## src/rtl/alu_pkg.sv

```systemverilog
// rtl/alu_pkg.sv - shared opcode, state and width definitions for the ALU command responder
// Contents:
//   OP_ADD..OP_MUL  4-bit opcode encodings
//   state_t         responder FSM states (ST_IDLE, ST_EXEC)
//   res_width()     result width for a given operand width
package alu_pkg;

  localparam logic [3:0] OP_ADD = 4'b0000;
  localparam logic [3:0] OP_SUB = 4'b1111;
  localparam logic [3:0] OP_AND = 4'b0001;
  localparam logic [3:0] OP_OR  = 4'b0010;
  localparam logic [3:0] OP_XOR = 4'b0100;
  localparam logic [3:0] OP_EQ  = 4'b1000;
  localparam logic [3:0] OP_GT  = 4'b0011;
  localparam logic [3:0] OP_SHL = 4'b0110;
  localparam logic [3:0] OP_SHR = 4'b1100;
  localparam logic [3:0] OP_MUL = 4'b0101;

  typedef enum logic {
    ST_IDLE = 1'b0,
    ST_EXEC = 1'b1
  } state_t;

  localparam int RES_MULT = 2;

  function automatic int res_width(input int data_w);
    return RES_MULT * data_w;
  endfunction

endpackage

```

## src/rtl/alu_rsp_fifo.sv

```systemverilog
// rtl/alu_rsp_fifo.sv - synchronous response FIFO with push/pop/count
// Ports:
//   clk, rst          clock, synchronous active-high reset (empties the FIFO)
//   push, push_data   write one entry (caller guarantees a free slot)
//   pop               remove head; ignored while empty
//   head_valid        FIFO not empty
//   head_data         entry at head, forced to 0 while empty
//   count             current number of entries (0..DEPTH)
module alu_rsp_fifo #(
  parameter int W     = 9,
  parameter int DEPTH = 4
) (
  input  logic                     clk,
  input  logic                     rst,
  input  logic                     push,
  input  logic [W-1:0]             push_data,
  input  logic                     pop,
  output logic                     head_valid,
  output logic [W-1:0]             head_data,
  output logic [$clog2(DEPTH):0]   count
);

  localparam int PW = $clog2(DEPTH);

  logic [W-1:0]  mem_q [DEPTH];
  logic [W-1:0]  mem_d [DEPTH];
  logic [PW-1:0] wr_ptr_q, wr_ptr_d;
  logic [PW-1:0] rd_ptr_q, rd_ptr_d;
  logic [PW:0]   cnt_q, cnt_d;
  logic          do_pop;

  assign do_pop = pop && (cnt_q != '0);

  always_comb begin
    mem_d    = mem_q;
    wr_ptr_d = wr_ptr_q;
    rd_ptr_d = rd_ptr_q;
    cnt_d    = cnt_q;
    if (push) begin
      mem_d[wr_ptr_q] = push_data;
      wr_ptr_d        = wr_ptr_q + 1'b1;  // power-of-2 depth: natural wrap
    end
    if (do_pop) begin
      rd_ptr_d = rd_ptr_q + 1'b1;
    end
    if (push && !do_pop) begin
      cnt_d = cnt_q + 1'b1;
    end else if (!push && do_pop) begin
      cnt_d = cnt_q - 1'b1;
    end
  end

  always_ff @(posedge clk) begin
    if (rst) begin
      wr_ptr_q <= '0;
      rd_ptr_q <= '0;
      cnt_q    <= '0;
    end else begin
      wr_ptr_q <= wr_ptr_d;
      rd_ptr_q <= rd_ptr_d;
      cnt_q    <= cnt_d;
    end
  end

  // Storage needs no reset: stale entries are unreachable once count is cleared.
  always_ff @(posedge clk) begin
    mem_q <= mem_d;
  end

  assign head_valid = (cnt_q != '0);
  assign head_data  = head_valid ? mem_q[rd_ptr_q] : '0;
  assign count      = cnt_q;

endmodule

```

## src/rtl/alu_cmd_responder.sv

```systemverilog
// rtl/alu_cmd_responder.sv - command-side ALU responder with response FIFO
// Accepts (a, b, sel) commands, executes one at a time (MUL iterative shift-add over
// DATA_W cycles, other ops one cycle) and queues 2*DATA_W-bit results in order.
// Optional macro ALU_CMD_STATS_EN adds stat_ops/stat_err saturating counters.
// Ports:
//   clk, rst                    clock, synchronous active-high reset
//   cmd_valid/cmd_ready         command handshake; cmd_a, cmd_b operands, cmd_sel opcode
//   rsp_valid/rsp_ready         response handshake; rsp_c result, rsp_err illegal opcode
//   stat_ops, stat_err          (ALU_CMD_STATS_EN only) completed / illegal command counts
module alu_cmd_responder
  import alu_pkg::*;
#(
  parameter int DATA_W     = 4,
  parameter int FIFO_DEPTH = 4
) (
  input  logic                   clk,
  input  logic                   rst,
  input  logic                   cmd_valid,
  output logic                   cmd_ready,
  input  logic [DATA_W-1:0]      cmd_a,
  input  logic [DATA_W-1:0]      cmd_b,
  input  logic [3:0]             cmd_sel,
  output logic                   rsp_valid,
  input  logic                   rsp_ready,
  output logic [2*DATA_W-1:0]    rsp_c,
`ifdef ALU_CMD_STATS_EN
  output logic [15:0]            stat_ops,
  output logic [15:0]            stat_err,
`endif
  output logic                   rsp_err
);

  localparam int RES_W = res_width(DATA_W);
  localparam int CNT_W = $clog2(FIFO_DEPTH) + 1;
  localparam int IT_W  = (DATA_W > 1) ? $clog2(DATA_W) : 1;
  localparam logic [IT_W-1:0] IT_LAST = IT_W'(DATA_W - 1);

  state_t            state_q, state_d;
  logic [RES_W-1:0]  a_q, a_d;      // multiplicand, shifted left during MUL
  logic [DATA_W-1:0] b_q, b_d;      // multiplier, shifted right during MUL
  logic [3:0]        sel_q, sel_d;
  logic [RES_W-1:0]  acc_q, acc_d;
  logic [IT_W-1:0]   it_q, it_d;

  logic [RES_W-1:0]  b_ext, alu_c, acc_sum, push_c;
  logic              alu_err, push, push_err, pop;
  logic [CNT_W-1:0]  fifo_count;
  logic [RES_W:0]    head_data;

  assign b_ext     = {{DATA_W{1'b0}}, b_q};
  assign acc_sum   = acc_q + (b_q[0] ? a_q : '0);
  assign cmd_ready = !rst && (state_q == ST_IDLE) && (fifo_count < CNT_W'(FIFO_DEPTH));
  assign pop       = rsp_valid && rsp_ready;

  // Single-cycle ops, evaluated from the latched operands while in EXEC.
  always_comb begin
    alu_c   = '0;
    alu_err = 1'b0;
    case (sel_q)
      OP_ADD:  alu_c = a_q + b_ext;
      OP_SUB:  alu_c = a_q - b_ext;
      OP_AND:  alu_c = a_q & b_ext;
      OP_OR:   alu_c = a_q | b_ext;
      OP_XOR:  alu_c = a_q ^ b_ext;
      OP_EQ:   alu_c = {{(RES_W-1){1'b0}}, (a_q == b_ext)};
      OP_GT:   alu_c = {{(RES_W-1){1'b0}}, (a_q > b_ext)};
      OP_SHL:  alu_c = a_q << b_q;
      OP_SHR:  alu_c = a_q >> b_q;
      OP_MUL:  alu_c = '0;
      default: alu_err = 1'b1;
    endcase
  end

  always_comb begin
    state_d  = state_q;
    a_d      = a_q;
    b_d      = b_q;
    sel_d    = sel_q;
    acc_d    = acc_q;
    it_d     = it_q;
    push     = 1'b0;
    push_c   = '0;
    push_err = 1'b0;
    case (state_q)
      ST_IDLE: begin
        if (cmd_valid && cmd_ready) begin
          a_d     = {{DATA_W{1'b0}}, cmd_a};
          b_d     = cmd_b;
          sel_d   = cmd_sel;
          acc_d   = '0;
          it_d    = '0;
          state_d = ST_EXEC;
        end
      end
      ST_EXEC: begin
        if (sel_q == OP_MUL) begin
          // One multiplier bit per cycle; the final partial sum goes straight to the FIFO.
          if (it_q == IT_LAST) begin
            push    = 1'b1;
            push_c  = acc_sum;
            state_d = ST_IDLE;
          end else begin
            acc_d = acc_sum;
            a_d   = a_q << 1;
            b_d   = b_q >> 1;
            it_d  = it_q + 1'b1;
          end
        end else begin
          push     = 1'b1;
          push_c   = alu_c;
          push_err = alu_err;
          state_d  = ST_IDLE;
        end
      end
      default: state_d = ST_IDLE;
    endcase
  end

  always_ff @(posedge clk) begin
    if (rst) begin
      state_q <= ST_IDLE;
      a_q     <= '0;
      b_q     <= '0;
      sel_q   <= '0;
      acc_q   <= '0;
      it_q    <= '0;
    end else begin
      state_q <= state_d;
      a_q     <= a_d;
      b_q     <= b_d;
      sel_q   <= sel_d;
      acc_q   <= acc_d;
      it_q    <= it_d;
    end
  end

  // Only one command is in flight and accept requires a free slot, so push never sees a full FIFO.
  alu_rsp_fifo #(
    .W     (RES_W + 1),
    .DEPTH (FIFO_DEPTH)
  ) u_fifo (
    .clk        (clk),
    .rst        (rst),
    .push       (push),
    .push_data  ({push_err, push_c}),
    .pop        (pop),
    .head_valid (rsp_valid),
    .head_data  (head_data),
    .count      (fifo_count)
  );

  assign rsp_c   = head_data[RES_W-1:0];
  assign rsp_err = head_data[RES_W];

`ifdef ALU_CMD_STATS_EN
  logic [15:0] stat_ops_q, stat_ops_d;
  logic [15:0] stat_err_q, stat_err_d;

  always_comb begin
    stat_ops_d = stat_ops_q;
    stat_err_d = stat_err_q;
    if (push && (stat_ops_q != 16'hFFFF)) stat_ops_d = stat_ops_q + 16'd1;
    if (push && push_err && (stat_err_q != 16'hFFFF)) stat_err_d = stat_err_q + 16'd1;
  end

  always_ff @(posedge clk) begin
    if (rst) begin
      stat_ops_q <= '0;
      stat_err_q <= '0;
    end else begin
      stat_ops_q <= stat_ops_d;
      stat_err_q <= stat_err_d;
    end
  end

  assign stat_ops = stat_ops_q;
  assign stat_err = stat_err_q;
`endif

endmodule

```

## config.mk

```make
export PLATFORM = sky130hd
export DESIGN_NAME = alu_cmd_responder
export DESIGN_NICKNAME = d
export VERILOG_FILES = /design/src/rtl/alu_pkg.sv /design/src/rtl/alu_rsp_fifo.sv /design/src/rtl/alu_cmd_responder.sv
export SDC_FILE = /design/constraint.sdc
export NUM_CORES = 1
export LEC_CHECK = 0
export BUFFER_PORTS_ARGS = -buffer_cell sky130_fd_sc_hd__buf_4
export CAP_MARGIN = 5
export CORE_MARGIN = 4
export CORE_UTILIZATION = 45
export DETAILED_ROUTE_END_ITERATION = 16
export PLACE_DENSITY_LB_ADDON = 0.15
export REMOVE_ABC_BUFFERS = 1
export SYNTH_ARGS = -nofsm -noshare
export SYNTH_HDL_FRONTEND = slang
export SYNTH_SLANG_ARGS = --single-unit
```

## constraint.sdc

```tcl
create_clock -name clk -period 5.6 [get_ports clk]
set_input_delay 0.28 -clock clk [delete_from_list [all_inputs] [get_ports clk]]
set_output_delay 0.28 -clock clk [all_outputs]
set_load 0.01 [all_outputs]
```

==> results of run 1 <==
==> power by group through the flow <==
stage | combinational [mW] | sequential, mW | clock [mW]
after floorplan | 0.279 | 0.636 | 0
after global placement | 0.401 | 0.663 | 0
after detailed placement | 0.403 | 0.666 | 0
after CTS | 0.405 | 0.654 | 0.474
after global routing | 0.446 | 0.664 | 0.498
final | 0.404 | 0.653 | 0.466
==> state kept, by name, indices dropped and copies added (netlist names) <==
signal / cells
u_fifo.rd_ptr_q: 2
b_q: 4
acc_q: 8
u_fifo.wr_ptr_q: 2
u_fifo.count: 3
it_q: 2
state_q: 1
a_q: 8
sel_q: 4
u_fifo.mem_q: 36
==> synth_stat cells (6+ instances only) <==
cell                       count
sky130_fd_sc_hd__xnor2_1       8
sky130_fd_sc_hd__inv_1        16
sky130_fd_sc_hd__ha_1         26
sky130_fd_sc_hd__a211oi_1     11
sky130_fd_sc_hd__edfxtp_1     36
sky130_fd_sc_hd__clkbuf_1     18
sky130_fd_sc_hd__o21ai_1       7
sky130_fd_sc_hd__xor2_1        6
sky130_fd_sc_hd__nand2_1      51
sky130_fd_sc_hd__nand3_1      24
sky130_fd_sc_hd__nor3_1        6
sky130_fd_sc_hd__mux4_2       16
sky130_fd_sc_hd__buf_6         7
sky130_fd_sc_hd__and2_1       19
sky130_fd_sc_hd__dfxtp_1      34
sky130_fd_sc_hd__nor2_1       39
sky130_fd_sc_hd__a21oi_1      37
sky130_fd_sc_hd__mux2i_1      11
sky130_fd_sc_hd__buf_2        12
sky130_fd_sc_hd__o21ai_0      15
==> routing by layer <==
metal  vias to the layer above  GRT usage
met3                        21     0.0349
li1                       1800          -
met5                         -          0
met1                      1778      0.266
met2                       125      0.325
met4                         0     0.0525
==> layout make-up <==
class / count / area share
clock buffers: 11 / 0.0318
clock inverters: 5 / 0.0117
inverters: 20 / 0.0147
multi-input cells: 363 / 0.523
flip-flops and latches: 70 / 0.344
well taps: 136 / 0.0333
repair buffers: 28 / 0.0411
==> metrics by stage <==
stage	setup WS (ns)	cells	hold WS [ns]
6_report	2.26	633	0.171
5_1_grt	2.01	633	0.163
4_1_cts	2.26	633	0.158
3_5_place_dp	2.27	617	0.459
3_3_place_gp	2.38	617	0.458
2_1_floorplan	2.65	453	0.349
==> cells in the final DEF, fill, tap and decap left out, types with 3 or more instances in the layout <==
| cell type | count |
|---|---|
| sky130_fd_sc_hd__xnor2_1 | 8 |
| sky130_fd_sc_hd__a221o_1 | 4 |
| sky130_fd_sc_hd__nor2b_1 | 5 |
| sky130_fd_sc_hd__nand2_1 | 51 |
| sky130_fd_sc_hd__and2_1 | 19 |
| sky130_fd_sc_hd__clkbuf_8 | 10 |
| sky130_fd_sc_hd__nor3_1 | 6 |
| sky130_fd_sc_hd__o211ai_1 | 4 |
| sky130_fd_sc_hd__mux4_2 | 16 |
| sky130_fd_sc_hd__a22oi_1 | 4 |
| sky130_fd_sc_hd__inv_2 | 4 |
| sky130_fd_sc_hd__a21oi_1 | 37 |
| sky130_fd_sc_hd__nor2_1 | 39 |
| sky130_fd_sc_hd__buf_4 | 28 |
| sky130_fd_sc_hd__nand2b_1 | 4 |
| sky130_fd_sc_hd__ha_1 | 26 |
| sky130_fd_sc_hd__o21ai_0 | 15 |
| sky130_fd_sc_hd__o21ai_1 | 7 |
| sky130_fd_sc_hd__inv_1 | 16 |
| sky130_fd_sc_hd__xor2_1 | 6 |
| sky130_fd_sc_hd__dfxtp_1 | 34 |
| sky130_fd_sc_hd__nand4_1 | 3 |
| sky130_fd_sc_hd__edfxtp_1 | 36 |
| sky130_fd_sc_hd__o31ai_1 | 5 |
| sky130_fd_sc_hd__o21a_1 | 3 |
| sky130_fd_sc_hd__mux2i_1 | 11 |
| sky130_fd_sc_hd__nand3_1 | 24 |
| sky130_fd_sc_hd__a31oi_1 | 4 |
| sky130_fd_sc_hd__a221oi_1 | 5 |
| sky130_fd_sc_hd__a211oi_1 | 11 |
| sky130_fd_sc_hd__fa_1 | 4 |
| sky130_fd_sc_hd__o2bb2ai_1 | 3 |
==> cells by family (layout without fill, tap and decap cells) <==
kind of cell | Yosys count | after routing | share of synthesized area
xor gates and xnor gates | 14 | 14 | 0.0259
adders and majority gates | 30 | 30 | 0.0855
buffers and inverters | 59 | 64 | 0.0641
muxes | 28 | 28 | 0.105
AOI/OAI and AO/OA | 121 | 121 | 0.167
DFF | 70 | 70 | 0.371
and+or+nand+nor | 170 | 170 | 0.182
==> worst reg2reg max path: stages, from the launching register on <==
cell and delay [ns]:
sky130_fd_sc_hd__dfxtp_1 1.00, sky130_fd_sc_hd__ha_1 0.33, sky130_fd_sc_hd__inv_1 0.06, sky130_fd_sc_hd__fa_1 0.40, sky130_fd_sc_hd__nor2b_1 0.15, sky130_fd_sc_hd__o21ai_1 0.17
sky130_fd_sc_hd__nor2b_1 0.24, sky130_fd_sc_hd__o21ai_0 0.11, sky130_fd_sc_hd__and4_1 0.22, sky130_fd_sc_hd__o311a_1 0.40
==> path summary, 6_finish.rpt <==
kind / depth (start not counted) / endpoint / slack (ns)
hold reg to reg: 2 / acc_q[0] / 0.47
setup / recovery: 9 / u_fifo.mem_q[18] / 2.26
setup reg to reg: 9 / u_fifo.mem_q[18] / 2.26
hold / removal: 3 / sel_q[2] / 0.17
==> results.rst, run 1 <==
.. list-table::
   :header-rows: 1

   * - Metric
     - Value
   * - Clock tree from TritonCTS
     - built
   * - Wire per inst
     - 18.8 um
   * - Final min period
     - roughly 3.3 ns
   * - Clock buffers created by TritonCTS
     - 9
   * - Worst slew margin relative to its limit
     - 0.301
   * - Placed Instance Area
     - just under 5000 um^2
   * - Fraction of power consumed by combinational cells
     - 0.265
   * - Net Sw Power
     - approximately 0.5 mW
   * - Cell accounting for the most synthesized area
     - sky130_fd_sc_hd__edfxtp_1
   * - First-pass GRT wire length
     - 19400 um
   * - FFs w/ async S/R, synth
     - 0
   * - Root buffer selected by CTS
     - sky130_fd_sc_hd__clkbuf_8
   * - Count of input and output buffers
     - 26
   * - Filler Cells Inserted
     - 962
   * - Fin Setup TNS
     - 0 ns
   * - Cells along the critical path
     - ha_1, inv_1, fa_1, nor2b_1, o21ai_1, nor2b_1, o21ai_0, and4_1, o311a_1
   * - Final setup violation count
     - 0
   * - Final Max Tran Viols
     - 0
   * - Hold Startpoint
     - cmd_sel[2]
   * - H-tree depth reported by CTS
     - 3
   * - Hold Fails Final Rpt
     - 0
   * - Yosys Warn Count
     - 0
   * - EDFF count, synth
     - 36
   * - Post-Syn Area per Cell
     - 9.64 um^2
   * - Resized cells post-CTS
     - 0
   * - Share of total power in sequential cells
     - 0.429
   * - Vertical extent of the die
     - 111 um
   * - Library cells used by synthesis
     - 64
   * - Max Buffers Root-to-Sink
     - 2
   * - Synthesized area
     - 4740 um^2
   * - Share of synthesized area occupied by flip-flops and latches
     - 0.371
   * - Critical path class
     - register to register
   * - Hold Crit Class
     - primary input to register
   * - Via total after detailed routing
     - roughly 3700
   * - Static leakage
     - 1.79 nW
   * - Clock share of power
     - 0.306
   * - Number of nets at the end of the flow
     - 538
   * - Critical Path Max Stage Delay
     - 1.00 ns
   * - Antenna violations before repair
     - 0
   * - Result of the run
     - complete, no violations
   * - Category of the worst setup path capture point
     - register
   * - Count of antenna diodes in the layout
     - 0
   * - Unrepaired setup endpoints after global routing
     - false
   * - Most common cell type on the critical path
     - sky130_fd_sc_hd__nor2b_1
   * - Layout Utilization
     - 0.498
   * - Clock tree skew after final layout
     - 0.0129 ns
   * - CTS hold repair buffers
     - 0
   * - Source of the worst register-to-register timing path
     - b_q[0]
   * - Peak supply drop
     - 155 uV
   * - Internal cell power
     - 1.01 mW
   * - Clock slew at reported path FFs
     - 0.09 ns
   * - Clock Latency Late Sink
     - about 0.35 ns
   * - Standard-cell rows
     - 37
   * - Met2 routed WL
     - 5740 um
   * - Biggest area contributors in the synthesized netlist
     - sky130_fd_sc_hd__edfxtp_1 (23%), sky130_fd_sc_hd__dfxtp_1 (14%), sky130_fd_sc_hd__mux4_2 (7.6%), sky130_fd_sc_hd__ha_1 (6.9%), sky130_fd_sc_hd__nand2_1 (4.0%)
   * - Achievable frequency
     - 299 MHz
   * - Routed wire length
     - 11900 um
   * - Cells after synthesis
     - slightly below 500
   * - Measured slew at the worst slew-check pin
     - around 1.0 ns
   * - First DRT Iteration DRCs
     - 347
   * - Non-Filler Cell Area, Final
     - 5120 um^2
   * - Effective utilization at floorplan
     - 0.462
   * - Count of state elements after synthesis
     - 70
   * - Critical Path Source Type
     - register
   * - Routed Antenna Nets
     - 0
   * - Final Wtd Congestion
     - ~0.96
   * - Fin crit share
     - 0.597
   * - Setup repair bufs after CTS
     - 0
   * - M1 WL
     - 5230 um
   * - Maximum number of pins on one net before global-route repair
     - 36
   * - Num Clock Sinks
     - 70
   * - Worst EP required
     - 5.69 ns
   * - Arrival @ worst endpoint
     - about 3.4 ns
   * - Critical path buffer and inverter count
     - 1
   * - Total power draw
     - roughly 1.5 mW
   * - Combined global-route utilization of all metal layers
     - 0.196
   * - Uppermost signal routing layer after detailed routing
     - met4
   * - Core Box Area
     - around 10000 um^2
   * - Critical Path Slowest Stage Cell
     - sky130_fd_sc_hd__dfxtp_1
   * - Die area
     - around 12000 um^2
   * - Area taken by flip-flops and latches
     - 1760 um^2
   * - Number of max-cap violations
     - 0
   * - First-pass detailed-route iteration total
     - 6
   * - Top Ports
     - 27
   * - Number of DRC violations after detailed routing
     - 0
   * - Via density per instance
     - 5.88
   * - Cell Pwr Density
     - about 300 nW/um^2
   * - Routed length on met3
     - 685 um
   * - Area added between synthesis and finish
     - 7.89%
   * - Width of the die
     - 111 um
   * - Dominant synthesized flop cell
     - sky130_fd_sc_hd__edfxtp_1
   * - Detailed placer's ending HPWL
     - 8290 um
   * - Combined area of the multi-input logic cells
     - 2680 um^2
   * - Switching fraction of total power
     - 0.336
   * - CP Max Fanout
     - 24
   * - Critical Path Start
     - b_q[0]
   * - Vias in the first global route
     - roughly 3500
   * - Remaining Overflow, GRT
     - 0
   * - Share of the synthesized area in the top cell type
     - 0.228
   * - Fraction of layout cells with a size suffix above 1
     - 0.145
   * - Dominant delay contributor by cell family on the critical path
     - flip-flops
Power figures use the tool's default switching activity.
==> run 2, diff against run 1 <==
- ABC_AREA: not set -> 1
- clock period: 5.6 -> 2.7 ns (I/O delays scaled with it)
==> results.rst, run 2 <==
.. list-table::
   :header-rows: 1

   * - Metric
     - Value
   * - Hold Startpoint
     - cmd_a[0]
   * - Clock Latency Late Sink
     - roughly 0.36 ns
   * - Dominant synthesized flop cell
     - sky130_fd_sc_hd__edfxtp_1
   * - Remaining Overflow, GRT
     - 0
   * - Worst EP required
     - ~2.9 ns
   * - Number of nets at the end of the flow
     - 727
   * - Clock tree from TritonCTS
     - built
   * - Die area
     - around 12000 um^2
   * - Detailed placer's ending HPWL
     - between 9000 and 10000 um
   * - Leading cell types by count after synthesis
     - sky130_fd_sc_hd__nand2_1 (169), sky130_fd_sc_hd__nor2_1 (75), sky130_fd_sc_hd__inv_1 (61), sky130_fd_sc_hd__a21oi_1 (57), sky130_fd_sc_hd__o21ai_0 (55)
   * - Critical Path Max Stage Delay
     - ~0.43 ns
   * - Achievable frequency
     - 411 MHz
   * - Antenna violations before repair
     - 0
   * - Measured slew at the worst slew-check pin
     - 0.682 ns
   * - Vias in the first global route
     - 4174
   * - First DRT Iteration DRCs
     - 429
   * - Biggest area contributors in the synthesized netlist
     - sky130_fd_sc_hd__edfxtp_1 (23%), sky130_fd_sc_hd__dfxtp_1 (14%), sky130_fd_sc_hd__nand2_1 (13%), sky130_fd_sc_hd__ha_1 (6.9%), sky130_fd_sc_hd__a21oi_1 (6.1%)
   * - Most common cell after layout, fill and taps aside
     - sky130_fd_sc_hd__nand2_1
   * - Critical Path Source Type
     - register
   * - Clock buffers created by TritonCTS
     - 9
   * - Critical Path Slowest Stage Cell
     - sky130_fd_sc_hd__fa_1
   * - Count of state elements after synthesis
     - 70
   * - Share of synthesized area occupied by flip-flops and latches
     - 0.375
   * - Synthesized area
     - 4700 um^2
   * - FFs w/ async S/R, synth
     - 0
   * - Yosys Warn Count
     - 0
   * - Most common cell type on the critical path
     - sky130_fd_sc_hd__ha_1
   * - Source of the worst register-to-register timing path
     - a_q[0]
   * - Cells along the critical path
     - ha_1, ha_1, fa_1, nand2_1, nand3_1, xor2_1, o21ai_0, nor2_1
   * - Register bank with the most flops
     - u_fifo.mem_q
   * - Width of the die
     - about 110 um
   * - Effective utilization at floorplan
     - 0.459
   * - Cell accounting for the most synthesized area
     - sky130_fd_sc_hd__edfxtp_1
   * - Root buffer selected by CTS
     - sky130_fd_sc_hd__clkbuf_8
   * - First-pass detailed-route iteration total
     - 5
   * - Combined global-route utilization of all metal layers
     - 0.227
   * - Vertical extent of the die
     - 110 um
   * - Final Non-Filler Cells
     - approximately 820
   * - Via density per instance
     - about 5.3
   * - Category of the worst setup path capture point
     - register
   * - Share of the synthesized area in the top cell type
     - 0.230
   * - Cell Pwr Density
     - between 600 and 700 nW/um^2
   * - Num Clock Sinks
     - 70
   * - First-pass GRT wire length
     - 21100 um
   * - Result of the run
     - complete, no violations
   * - Max Buffers Root-to-Sink
     - 2
   * - Final Max Tran Viols
     - 0
   * - Final setup violation count
     - 0
   * - Count of input and output buffers
     - 26
   * - Fin Setup TNS
     - 0 ns
   * - Top-count cell post-synth
     - sky130_fd_sc_hd__nand2_1
   * - Clock slew at reported path FFs
     - 0.09 ns
   * - Worst Hold Path Cells
     - 3
   * - Wire per inst
     - 15.7 um
   * - Routed wire length
     - 12900 um
   * - Worst slew margin relative to its limit
     - 0.545
   * - Worst Hold End
     - a_q[0]
   * - Fraction of layout cells with a size suffix above 1
     - 0.118
   * - Area added between synthesis and finish
     - 11.8%
   * - Resized cells post-CTS
     - 0
   * - Commonest non-fill, non-tap cells in the layout
     - sky130_fd_sc_hd__nand2_1 (169), sky130_fd_sc_hd__nor2_1 (75), sky130_fd_sc_hd__inv_1 (61)
   * - Fin crit share
     - 0.900
   * - Unrepaired setup endpoints after global routing
     - false
   * - Routed Antenna Nets
     - 0
   * - Via total after detailed routing
     - 4384
   * - Total power draw
     - around 3.3 mW
   * - CP Max Fanout
     - 6
   * - Final Wtd Congestion
     - 0.982
   * - Clock tree skew after final layout
     - 0.0111 ns
   * - Maximum number of pins on one net before global-route repair
     - 29
   * - Hold Crit Class
     - primary input to register
   * - Number of DRC violations after detailed routing
     - 0
   * - Internal reg-to-reg setup slack
     - 0.27 ns
   * - H-tree depth reported by CTS
     - 3
   * - Hold Fails Final Rpt
     - 0
   * - Setup repair bufs after CTS
     - 0
   * - R2R cell count
     - 8
   * - Number of placed instances with taps included
     - between 800 and 900
   * - EDFF count, synth
     - 36
   * - Capture point of the worst reg-to-reg path
     - u_fifo.mem_q[33]
   * - Top Ports
     - 27
   * - Arrival @ worst endpoint
     - 2.60 ns
   * - Post-Syn Area per Cell
     - ~7.2 um^2
   * - Critical path class
     - register to register
   * - Static leakage
     - 2.40 nW
   * - Final min period
     - 2.43 ns
   * - Cells after synthesis
     - 650
   * - CTS hold repair buffers
     - 0
   * - Standard-cell rows
     - 37
   * - Number of max-cap violations
     - 0
   * - Library cells used by synthesis
     - 42
   * - Number of flip-flops under the largest register name
     - 36
   * - Peak supply drop
     - 377 uV
   * - Registers with the most flip-flops
     - u_fifo.mem_q x36, a_q x8, acc_q x8
   * - Filler Cells Inserted
     - 1016
   * - Core Box Area
     - 10200 um^2
   * - Count of antenna diodes in the layout
     - 0
## run 2: cell types whose count changed after synthesis, sizes merged, moves of 17 or more
cell   change
a21oi     +20
and2      -19
inv       +48
mux4      -17
nand2    +122
nand3     +24
nor2      +38
o21ai     +32
## run 2: cell families (layout without fill, tap and decap cells)
group / count (synthesis) / count (layout) / share of synthesized area
and+or+nand+nor: 325 / 325 / 0.303
AOI/OAI and AO/OA: 125 / 125 / 0.139
buffers and inverters: 94 / 130 / 0.0863
DFF: 70 / 70 / 0.375
adders and majority gates: 30 / 30 / 0.0863
xor gates and xnor gates: 6 / 6 / 0.0112
## run 2: routing by layer
layer	track usage	wire length, um
met1	0.313	5940
met2	0.370	6020
met3	0.0285	741
met4	0.0721	233
met5	0	0
## run 2: per-stage QoR
step	worst slack (ns)	util	area, um^2	hold slack, ns
2_1_floorplan	0.399	-	4560	0.204
3_3_place_gp	0.254	0.495	5060	0.403
3_5_place_dp	0.200	0.495	5060	0.412
4_1_cts	0.150	0.513	5250	0.0184
5_1_grt	0.101	0.514	5250	0.0519
6_report	0.269	0.514	5250	0.0321
## run 2: power by group
part | switching (mW) | total (mW) | internal, mW
Sequential | 0.0834 | 1.27 | 1.18
Clock | 0.469 | 0.823 | 0.354
Combinational | 0.730 | 1.18 | 0.455
Total | 1.28 | 3.27 | 1.99
## run 2: layout make-up
type	instances	area [um^2]	area share
repair buffers	44	330	0.0629
multi-input cells	486	2530	0.482
clock buffers	9	124	0.0236
well taps	136	170	0.0324
flip-flops and latches	70	1760	0.336
clock inverters	7	63.8	0.0121
inverters	70	270	0.0514
## run 2: worst max-delay path, delay by kind of cell (launching register included)
family                   cells  cell delay, ns
AND/OR/NAND/NOR              3            0.38
adder cells (fa/ha/maj)      3            1.04
flip-flops                   1            0.41
AO/OA/AOI/OAI                1            0.13
XOR/XNOR                     1            0.27
## run 2: worst max path at each step
stage                     startpoint                to  slack, ns  cells after the start
after floorplan               b_q[1]  u_fifo.mem_q[12]       0.40                     12
after global placement        b_q[0]  u_fifo.mem_q[24]       0.25                      8
after detailed placement      b_q[0]  u_fifo.mem_q[15]       0.20                      8
after CTS                     b_q[0]  u_fifo.mem_q[33]       0.15                      8
after global routing          a_q[3]  u_fifo.mem_q[24]       0.10                     11
final                         a_q[0]  u_fifo.mem_q[33]       0.27                      8
